**config.mk**
```make
export PLATFORM = sky130hd
export DESIGN_NAME = msx2_mapper_ctrl
export DESIGN_NICKNAME = d
export VERILOG_FILES = /design/src/rtl/msx2_mapper_ctrl.sv
export SDC_FILE = /design/constraint.sdc
export NUM_CORES = 1
export LEC_CHECK = 0
export CAP_MARGIN = 0
export CORE_ASPECT_RATIO = 1.5
export CORE_MARGIN = 5
export CORE_UTILIZATION = 29
export DETAILED_ROUTE_END_ITERATION = 8
export SYNTH_ARGS = -nofsm -noshare
export SYNTH_HDL_FRONTEND = slang
export SYNTH_SLANG_ARGS = --single-unit
```
**constraint.sdc**
```tcl
create_clock -name clk -period 3.8 [get_ports clk]
set_input_delay 0.57 -clock clk [delete_from_list [all_inputs] [get_ports clk]]
set_output_delay 0.57 -clock clk [all_outputs]
set_load 0.02 [all_outputs]
```
**src/rtl/msx2_mapper_ctrl.sv**
```systemverilog
// MSX2 memory mapper control: page segment registers on I/O ports FCh-FFh,
// CPU-to-linear RAM address translation and the RAM request/ack handshake.
`timescale 1ns/1ps
module msx2_mapper_ctrl #(
    parameter int SEG_BITS = 5,
    parameter int RAM_AW   = SEG_BITS + 14
) (
    input  logic              clk,
    input  logic              reset_n,
    input  logic              io_wr,
    input  logic              io_rd,
    input  logic [7:0]        io_addr,
    input  logic [7:0]        io_din,
    output logic [7:0]        io_dout,
    output logic              io_dout_rq,
    input  logic              mem_sel,
    input  logic              mem_rd,
    input  logic              mem_wr,
    input  logic [15:0]       mem_addr,
    input  logic [7:0]        mem_din,
    output logic [7:0]        mem_dout,
    output logic              mem_dout_valid,
    output logic              cpu_wait,
    output logic              ram_req,
    output logic              ram_we,
    output logic [RAM_AW-1:0] ram_addr,
    output logic [7:0]        ram_wdata,
    input  logic              ram_ack,
    input  logic [7:0]        ram_rdata
);

    typedef enum logic [1:0] {
        ST_IDLE,
        ST_REQ,
        ST_DONE
    } state_e;

    logic                port_hit;
    logic                seg_wr;
    logic [SEG_BITS-1:0] seg_q [4];
    logic [SEG_BITS-1:0] seg_d [4];
    logic [7:0]          rd_byte;

    state_e              state_q, state_d;
    logic [RAM_AW-1:0]   ram_addr_q, ram_addr_d;
    logic                ram_we_q, ram_we_d;
    logic [7:0]          ram_wdata_q, ram_wdata_d;
    logic [7:0]          mem_dout_q, mem_dout_d;
    logic                accept;

    assign port_hit = (io_addr[7:2] == 6'b111111);
    assign seg_wr   = io_wr && port_hit;

    // NOTE: every variable driven here gets a default first, so no path leaves it unassigned and no latch is inferred.
    always_comb begin
        seg_d = seg_q;
        if (seg_wr) begin
            seg_d[io_addr[1:0]] = io_din[SEG_BITS-1:0];
        end
    end

    // NOTE: the segment file is only four registers and has defined power-up values, so it is reset like any other flop rather than treated as RAM.
    always_ff @(posedge clk or negedge reset_n) begin
        if (!reset_n) begin
            seg_q[0] <= SEG_BITS'(3);
            seg_q[1] <= SEG_BITS'(2);
            seg_q[2] <= SEG_BITS'(1);
            seg_q[3] <= SEG_BITS'(0);
        end else begin
            seg_q <= seg_d;
        end
    end

    // Unused upper bits of the readback byte float high, as on real mapper hardware.
    always_comb begin
        rd_byte                 = 8'hFF;
        rd_byte[SEG_BITS-1:0]   = seg_q[io_addr[1:0]];
        io_dout_rq              = io_rd && port_hit;
        io_dout                 = io_dout_rq ? rd_byte : 8'hFF;
    end

    assign accept = (mem_rd || mem_wr) && mem_sel;

    always_comb begin
        state_d     = state_q;
        ram_addr_d  = ram_addr_q;
        ram_we_d    = ram_we_q;
        ram_wdata_d = ram_wdata_q;
        mem_dout_d  = mem_dout_q;
        cpu_wait    = 1'b0;
        unique case (state_q)
            ST_IDLE: begin
                if (accept) begin
                    // Old segment value is used even if it is written this same cycle.
                    ram_addr_d  = RAM_AW'({seg_q[mem_addr[15:14]], mem_addr[13:0]});
                    ram_we_d    = mem_wr;
                    ram_wdata_d = mem_din;
                    cpu_wait    = 1'b1;
                    state_d     = ST_REQ;
                end
            end
            ST_REQ: begin
                cpu_wait = 1'b1;
                if (ram_ack) begin
                    if (!ram_we_q) begin
                        mem_dout_d = ram_rdata;
                    end
                    state_d = ST_DONE;
                end
            end
            ST_DONE: begin
                state_d = ST_IDLE;
            end
            default: begin
                state_d = ST_IDLE;
            end
        endcase
    end

    // NOTE: sequential state uses non-blocking assignments so every flop samples pre-edge values.
    always_ff @(posedge clk or negedge reset_n) begin
        if (!reset_n) begin
            state_q     <= ST_IDLE;
            ram_addr_q  <= '0;
            ram_we_q    <= 1'b0;
            ram_wdata_q <= 8'h00;
            mem_dout_q  <= 8'hFF;
        end else begin
            state_q     <= state_d;
            ram_addr_q  <= ram_addr_d;
            ram_we_q    <= ram_we_d;
            ram_wdata_q <= ram_wdata_d;
            mem_dout_q  <= mem_dout_d;
        end
    end

    // Decoded from state so that reset drops the request and wait without a clock edge.
    assign ram_req        = (state_q == ST_REQ);
    assign mem_dout_valid = (state_q == ST_DONE) && !ram_we_q;
    assign ram_addr       = ram_addr_q;
    assign ram_we         = ram_we_q;
    assign ram_wdata      = ram_wdata_q;
    assign mem_dout       = mem_dout_q;

endmodule

```
# --- Word-level counts from Yosys, hierarchy flattened ---
# Index checks and enable logic that the tools add are counted.
word_totals:
  ramBits: 0
  mem_count: 0
  romBits: 0
  wordCells: 46
  output_inout_bits: 48
  register_bits: 58
  latch_bits: 0
classes:
  bitwise: 3
  mux: 15
  mul: 0
  n_reduce_logical: 11
  addsub: 0
  div_mod_pow: 0
  n_eq_ne: 5
  order_cmp: 3
  shifts: 0
ops:
  columns: ["op", "n"]
  rows:
  - ["5-bit 2-to-1 mux", 6]
  - ["5-bit binary-select mux with 2-bit select", 2]
  - ["20-bit bitwise mux", 1]
  - ["5-bit demux with 2-bit select", 1]
  - ["6-bit == test (second input constant)", 1]
  - ["3-bit greater-or-equal comparator (second input constant)", 2]
  - ["2-bit NOT with 3-bit output", 2]
  - ["1-bit logical AND", 5]
  - ["2-bit 2-to-1 mux", 2]
  - ["2-bit case mux with 2 select lines", 1]
  - ["2-bit AND reduction", 2]
  - ["3-bit by 1-bit less-than comparator with 1-bit output (second input constant)", 1]
  - ["3-bit AND reduction", 1]
  - ["2-bit by 1-bit == test with 1-bit output (second input constant)", 1]
  - ["2-bit == test (second input constant)", 1]
  - ["2-bit zero test", 1]
  - ["2-bit by 1-bit inequality test with 1-bit output (second input constant)", 1]
  - ["2-bit inequality test (second input constant)", 1]
  - ["1-bit case mux with 2 select lines", 1]
  - ["1-bit zero test", 1]
  - ["1-bit logical OR", 1]
  - ["1-bit 2-to-1 mux", 1]
  - ["1-bit NOT", 1]

# --- Depth between registers and ports, before layout ---
logic_depth:
  depth_word: 6
  depth_mapped: 4
  depth_no_buf: 3

# --- Worst setup path before layout ---
# Ideal clock, no wire load.
synth_path:
  path_kind: "input port to output port"
  start: "in io_addr[0]"
  end: "out io_dout[0]"
  slack_ps: 1624
  required_time_ps: 3230
  path_stages: 3
  arrival_time_ps: 1606
  path_cell_list: "buf_6 mux4_2 or3_1"
synth_via:
  elab_chain_cells: 5
synth_rtl:
  columns: ["item", "line", "source"]
  rows:
  - ["start: declaration", "12", "input logic [7:0] io_addr,"]
  - ["2-bit NOT with 3-bit output (implied by the code)", "77", "rd_byte[SEG_BITS-1:0] = seg_q[io_addr[1:0]];"]
  - ["5-bit binary-select mux with 2-bit select", "77", null]
  - ["5-bit 2-to-1 mux (implied by the code) (2 in a row)", "77", null]
  - ["5-bit 2-to-1 mux", "79", "io_dout = io_dout_rq ? rd_byte : 8'hFF;"]
  - ["end: declaration", "14", "output logic [7:0] io_dout,"]
# No other way between the ends. The select of a mux whose other input is x is not followed.

# --- Worst setup path after layout ---
layout_path:
  start: "in io_addr[1]"
  end: "out io_dout[1]"
# The elaborated chain is that of the path after synthesis.

==> flow_metrics.py <==
metrics = {
    "floorplanning": {
        "fp.dieArea_mm2": 0.01108,
        "fp.coreArea_mm2": 0.008828,
        "num_rows": 42,
        "start_util_pct": 29.71,
        "die_width_um": 87.65,
        "die_height_um": 126.5,
        "ios": 104,
    },
    "routing": {
        "viasPerCell": 4.565,
        "drtIter0Drc": 29,
        "top_layer": "met4",
        "vias": 1721,
        "wl_per_cell_um": 16.02,
        "drc": 0,
        "drt_first_pass_iters": 4,
        "met3WireLength_um": 580,
        "ant_nets": 0,
        "wl_met2_um": 2923,
        "wl_met1_um": 2393,
        "routed_wl_um": 6041,
    },
    "synth": {
        "synth_compound_area_share_pct": 0.2863,
        "postSynthCellCount": 159,
        "synthAdderAreaFrac_pct": 0,
        "yosysWarnings": 0,
        "synth_top_family_by_area": "multiplexers",
        "synth-seq-area-share_pct": 55.92,
        "syn_avg_cell_area_um2": 16.49,
        "synth.area.mux_share_pct": 32.63,
        "netlist_top_cells_area": "dfrtp_1 (44%), mux2_2 (23%), dfstp_2 (12%)",
        "yosys.area.top_type": "dfrtp_1",
        "synth_top_area_share_pct": 43.89,
        "syn_area_mm2": 0.002623,
        "yosys.area_share.xor_xnor_pct": 0,
        "ys_ff_latch": 58,
        "synthSimpleGateAreaFrac_pct": 8.349,
        "synth_cell_types": 26,
    },
    "cells_and_area": {
        "final_cell_mix": "clkdlybuf4s50_1 (96), mux2_2 (54), dfrtp_1 (46)",
        "area_growth_pct": 51.91,
        "drive_above_1_share_pct": 37.83,
        "layout_commonest_cell": "clkdlybuf4s50_1",
        "fin_cells": 377,
        "diodes": 0,
        "final_nets": 318,
        "design_area_mm2": 0.003984,
    },
    "sta": {
        "worst_pin_slew_ns": 0.8938,
        "fmax_mhz": 312.2,
        "rsz0062_at_grt": "false",
        "hold_slack_ns": 0.3794,
        "final.setup.tns_ns": 0,
        "setup_violations": 0,
        "drv_slew": 0,
        "fin_skew_ns": 0.003854,
        "fin_crit_ns": 3.203,
        "hold_violations": 0,
        "period_share_pct": 84.30,
        "relSlewSlack_pct": 40.41,
    },
    "placed_design": {
        "dp_hpwl_um": 4600,
        "portBuffers": 97,
        "gp_congestion": 0.6831,
        "place_area_mm2": 0.003702,
        "placed_cells": 361,
    },
    "clock_network": {
        "cts-root-buf": "clkbuf_16",
        "worstSkewPairLatency_ns": 0.32,
        "cts_max_level": 3,
        "cts_setup_buffers": 0,
        "cts_tree": "built",
        "clkTransAtPathRegs_ns": 0.05,
        "clkSinkCount": 58,
        "cts_resized": 0,
        "cts_hold_buf": 0,
        "cts_buffer_depth": 2,
        "numCtsBuffers": 9,
    },
    "power": {
        "max-vdd-ir-drop_uv": 278.7,
        "leakagePower_nw": 1.650,
        "power_density_mw_per_mm2": 604.9,
    },
    "global_routing": {
        "antenna_found_initial": 0,
        "grt_pass1_vias": 1916,
        "grt_pass1_wl_um": 9963,
        "grt_use_total_pct": 11.84,
        "gr-total-overflow": 0,
        "grt_max_degree": 42,
    },
    "run_status": {
        "status": "finished, final reports clean",
    },
    "worst_setup_path": {
        "cpMaxStageDelayCell": "clkdlybuf4s50_1",
        "crit_arrival_ns": 2.63,
        "r2r_end": "mem_dout[7]",
        "r2r-start": "state_q[1]",
        "cpPeakStageDelay_ns": 0.80,
        "setup.worst_path.class": "primary input to output port",
        "crit_path_end_kind": "output port",
        "crit_path_start_kind": "primary input",
        "crit_chain": "clkdlybuf4s50_1 > mux4_2 > or3_1 > clkdlybuf4s50_1",
        "rr_worst_depth": 3,
        "path_max_fanout": 9,
        "critical_path_required_ns": 3.23,
        "ff2ff_setup_slack_ns": 2.09,
        "path_common_cell": "clkdlybuf4s50_1",
    },
    "hold_path": {
        "hold_path_class": "primary input to async pin",
    },
    "job": {
        "drv_cap": 0,
    },
}
worst max-delay path, delay by kind of cell:
family	cells	cell delay, ns
and+or+nand+nor	1	0.33
muxes	1	0.38
buffers and inverters	2	1.35
how the worst max path moves through the flow:
| stage | startpoint | to | slack, ns | depth (start not counted) |
|---|---|---|---|---|
| floorplan | io_addr[0] | io_dout[0] | 1.62 | 3 |
| global placement | io_addr[0] | io_dout[4] | 0.58 | 5 |
| detailed placement | io_addr[0] | io_dout[4] | 0.59 | 5 |
| CTS | io_addr[0] | io_dout[1] | 0.58 | 5 |
| global route | io_addr[0] | io_dout[1] | 0.53 | 5 |
| finish | io_addr[1] | io_dout[1] | 0.60 | 4 |
sequential cells by signal (all words and copies together) (netlist names):
name,flops
seg_q,20
ram_addr,19
mem_dout,8
ram_wdata,8
state_q,2
ram_we,1
per-layer routing:
metal | vias to the layer above | track usage [%]
li1 | 786 | -
met1 | 841 | 14.16
met2 | 84 | 18.78
met3 | 10 | 3.504
met4 | 0 | 6.504
met5 | - | 0
cell type report:
class                           count  area (µm²)
Inverter                            2       7.507
Clock inverter                      4       45.04
Timing Repair Buffer              100       988.4
Fill cell                         815        4845
Clock buffer                       12       236.5
Multi-Input combinational cell     91        1102
Sequential cell                    58        1466
Tap cell                          110       137.6
cell families after synthesis:
family,after synthesis
other,1
buffers and inverters,12
DFF,58
AOI/OAI and AO/OA,1
muxes,66
and+or+nand+nor,21
synth_stat cells (all sizes together):
cell type,number
dfrtp,46
nor2b,2
or3,5
and3b,1
nor4b,2
nand2,1
clkbuf,1
or2,1
nand3,2
conb,1
mux4,10
nor4,2
a21o,1
buf,9
mux2,56
nor2,2
nand4,1
inv,2
dfstp,12
nor3b,1
nor3,1
stage by stage:
step | power [mW] | util, % | setup WS, ns
floorplan | 1.268 | - | 1.624
CTS | 2.458 | 45.12 | 0.5847
detailed placement | 1.677 | 41.94 | 0.5925
global route | 2.536 | 45.12 | 0.5346
finish | 2.410 | 45.12 | 0.5965
global placement | 1.659 | 41.94 | 0.5793
power by group:
part,switching [mW],internal (mW)
clock,0.260,0.503
sequential,0.0759,0.800
combinational,0.343,0.427
(Power assumes the default switching activity.)
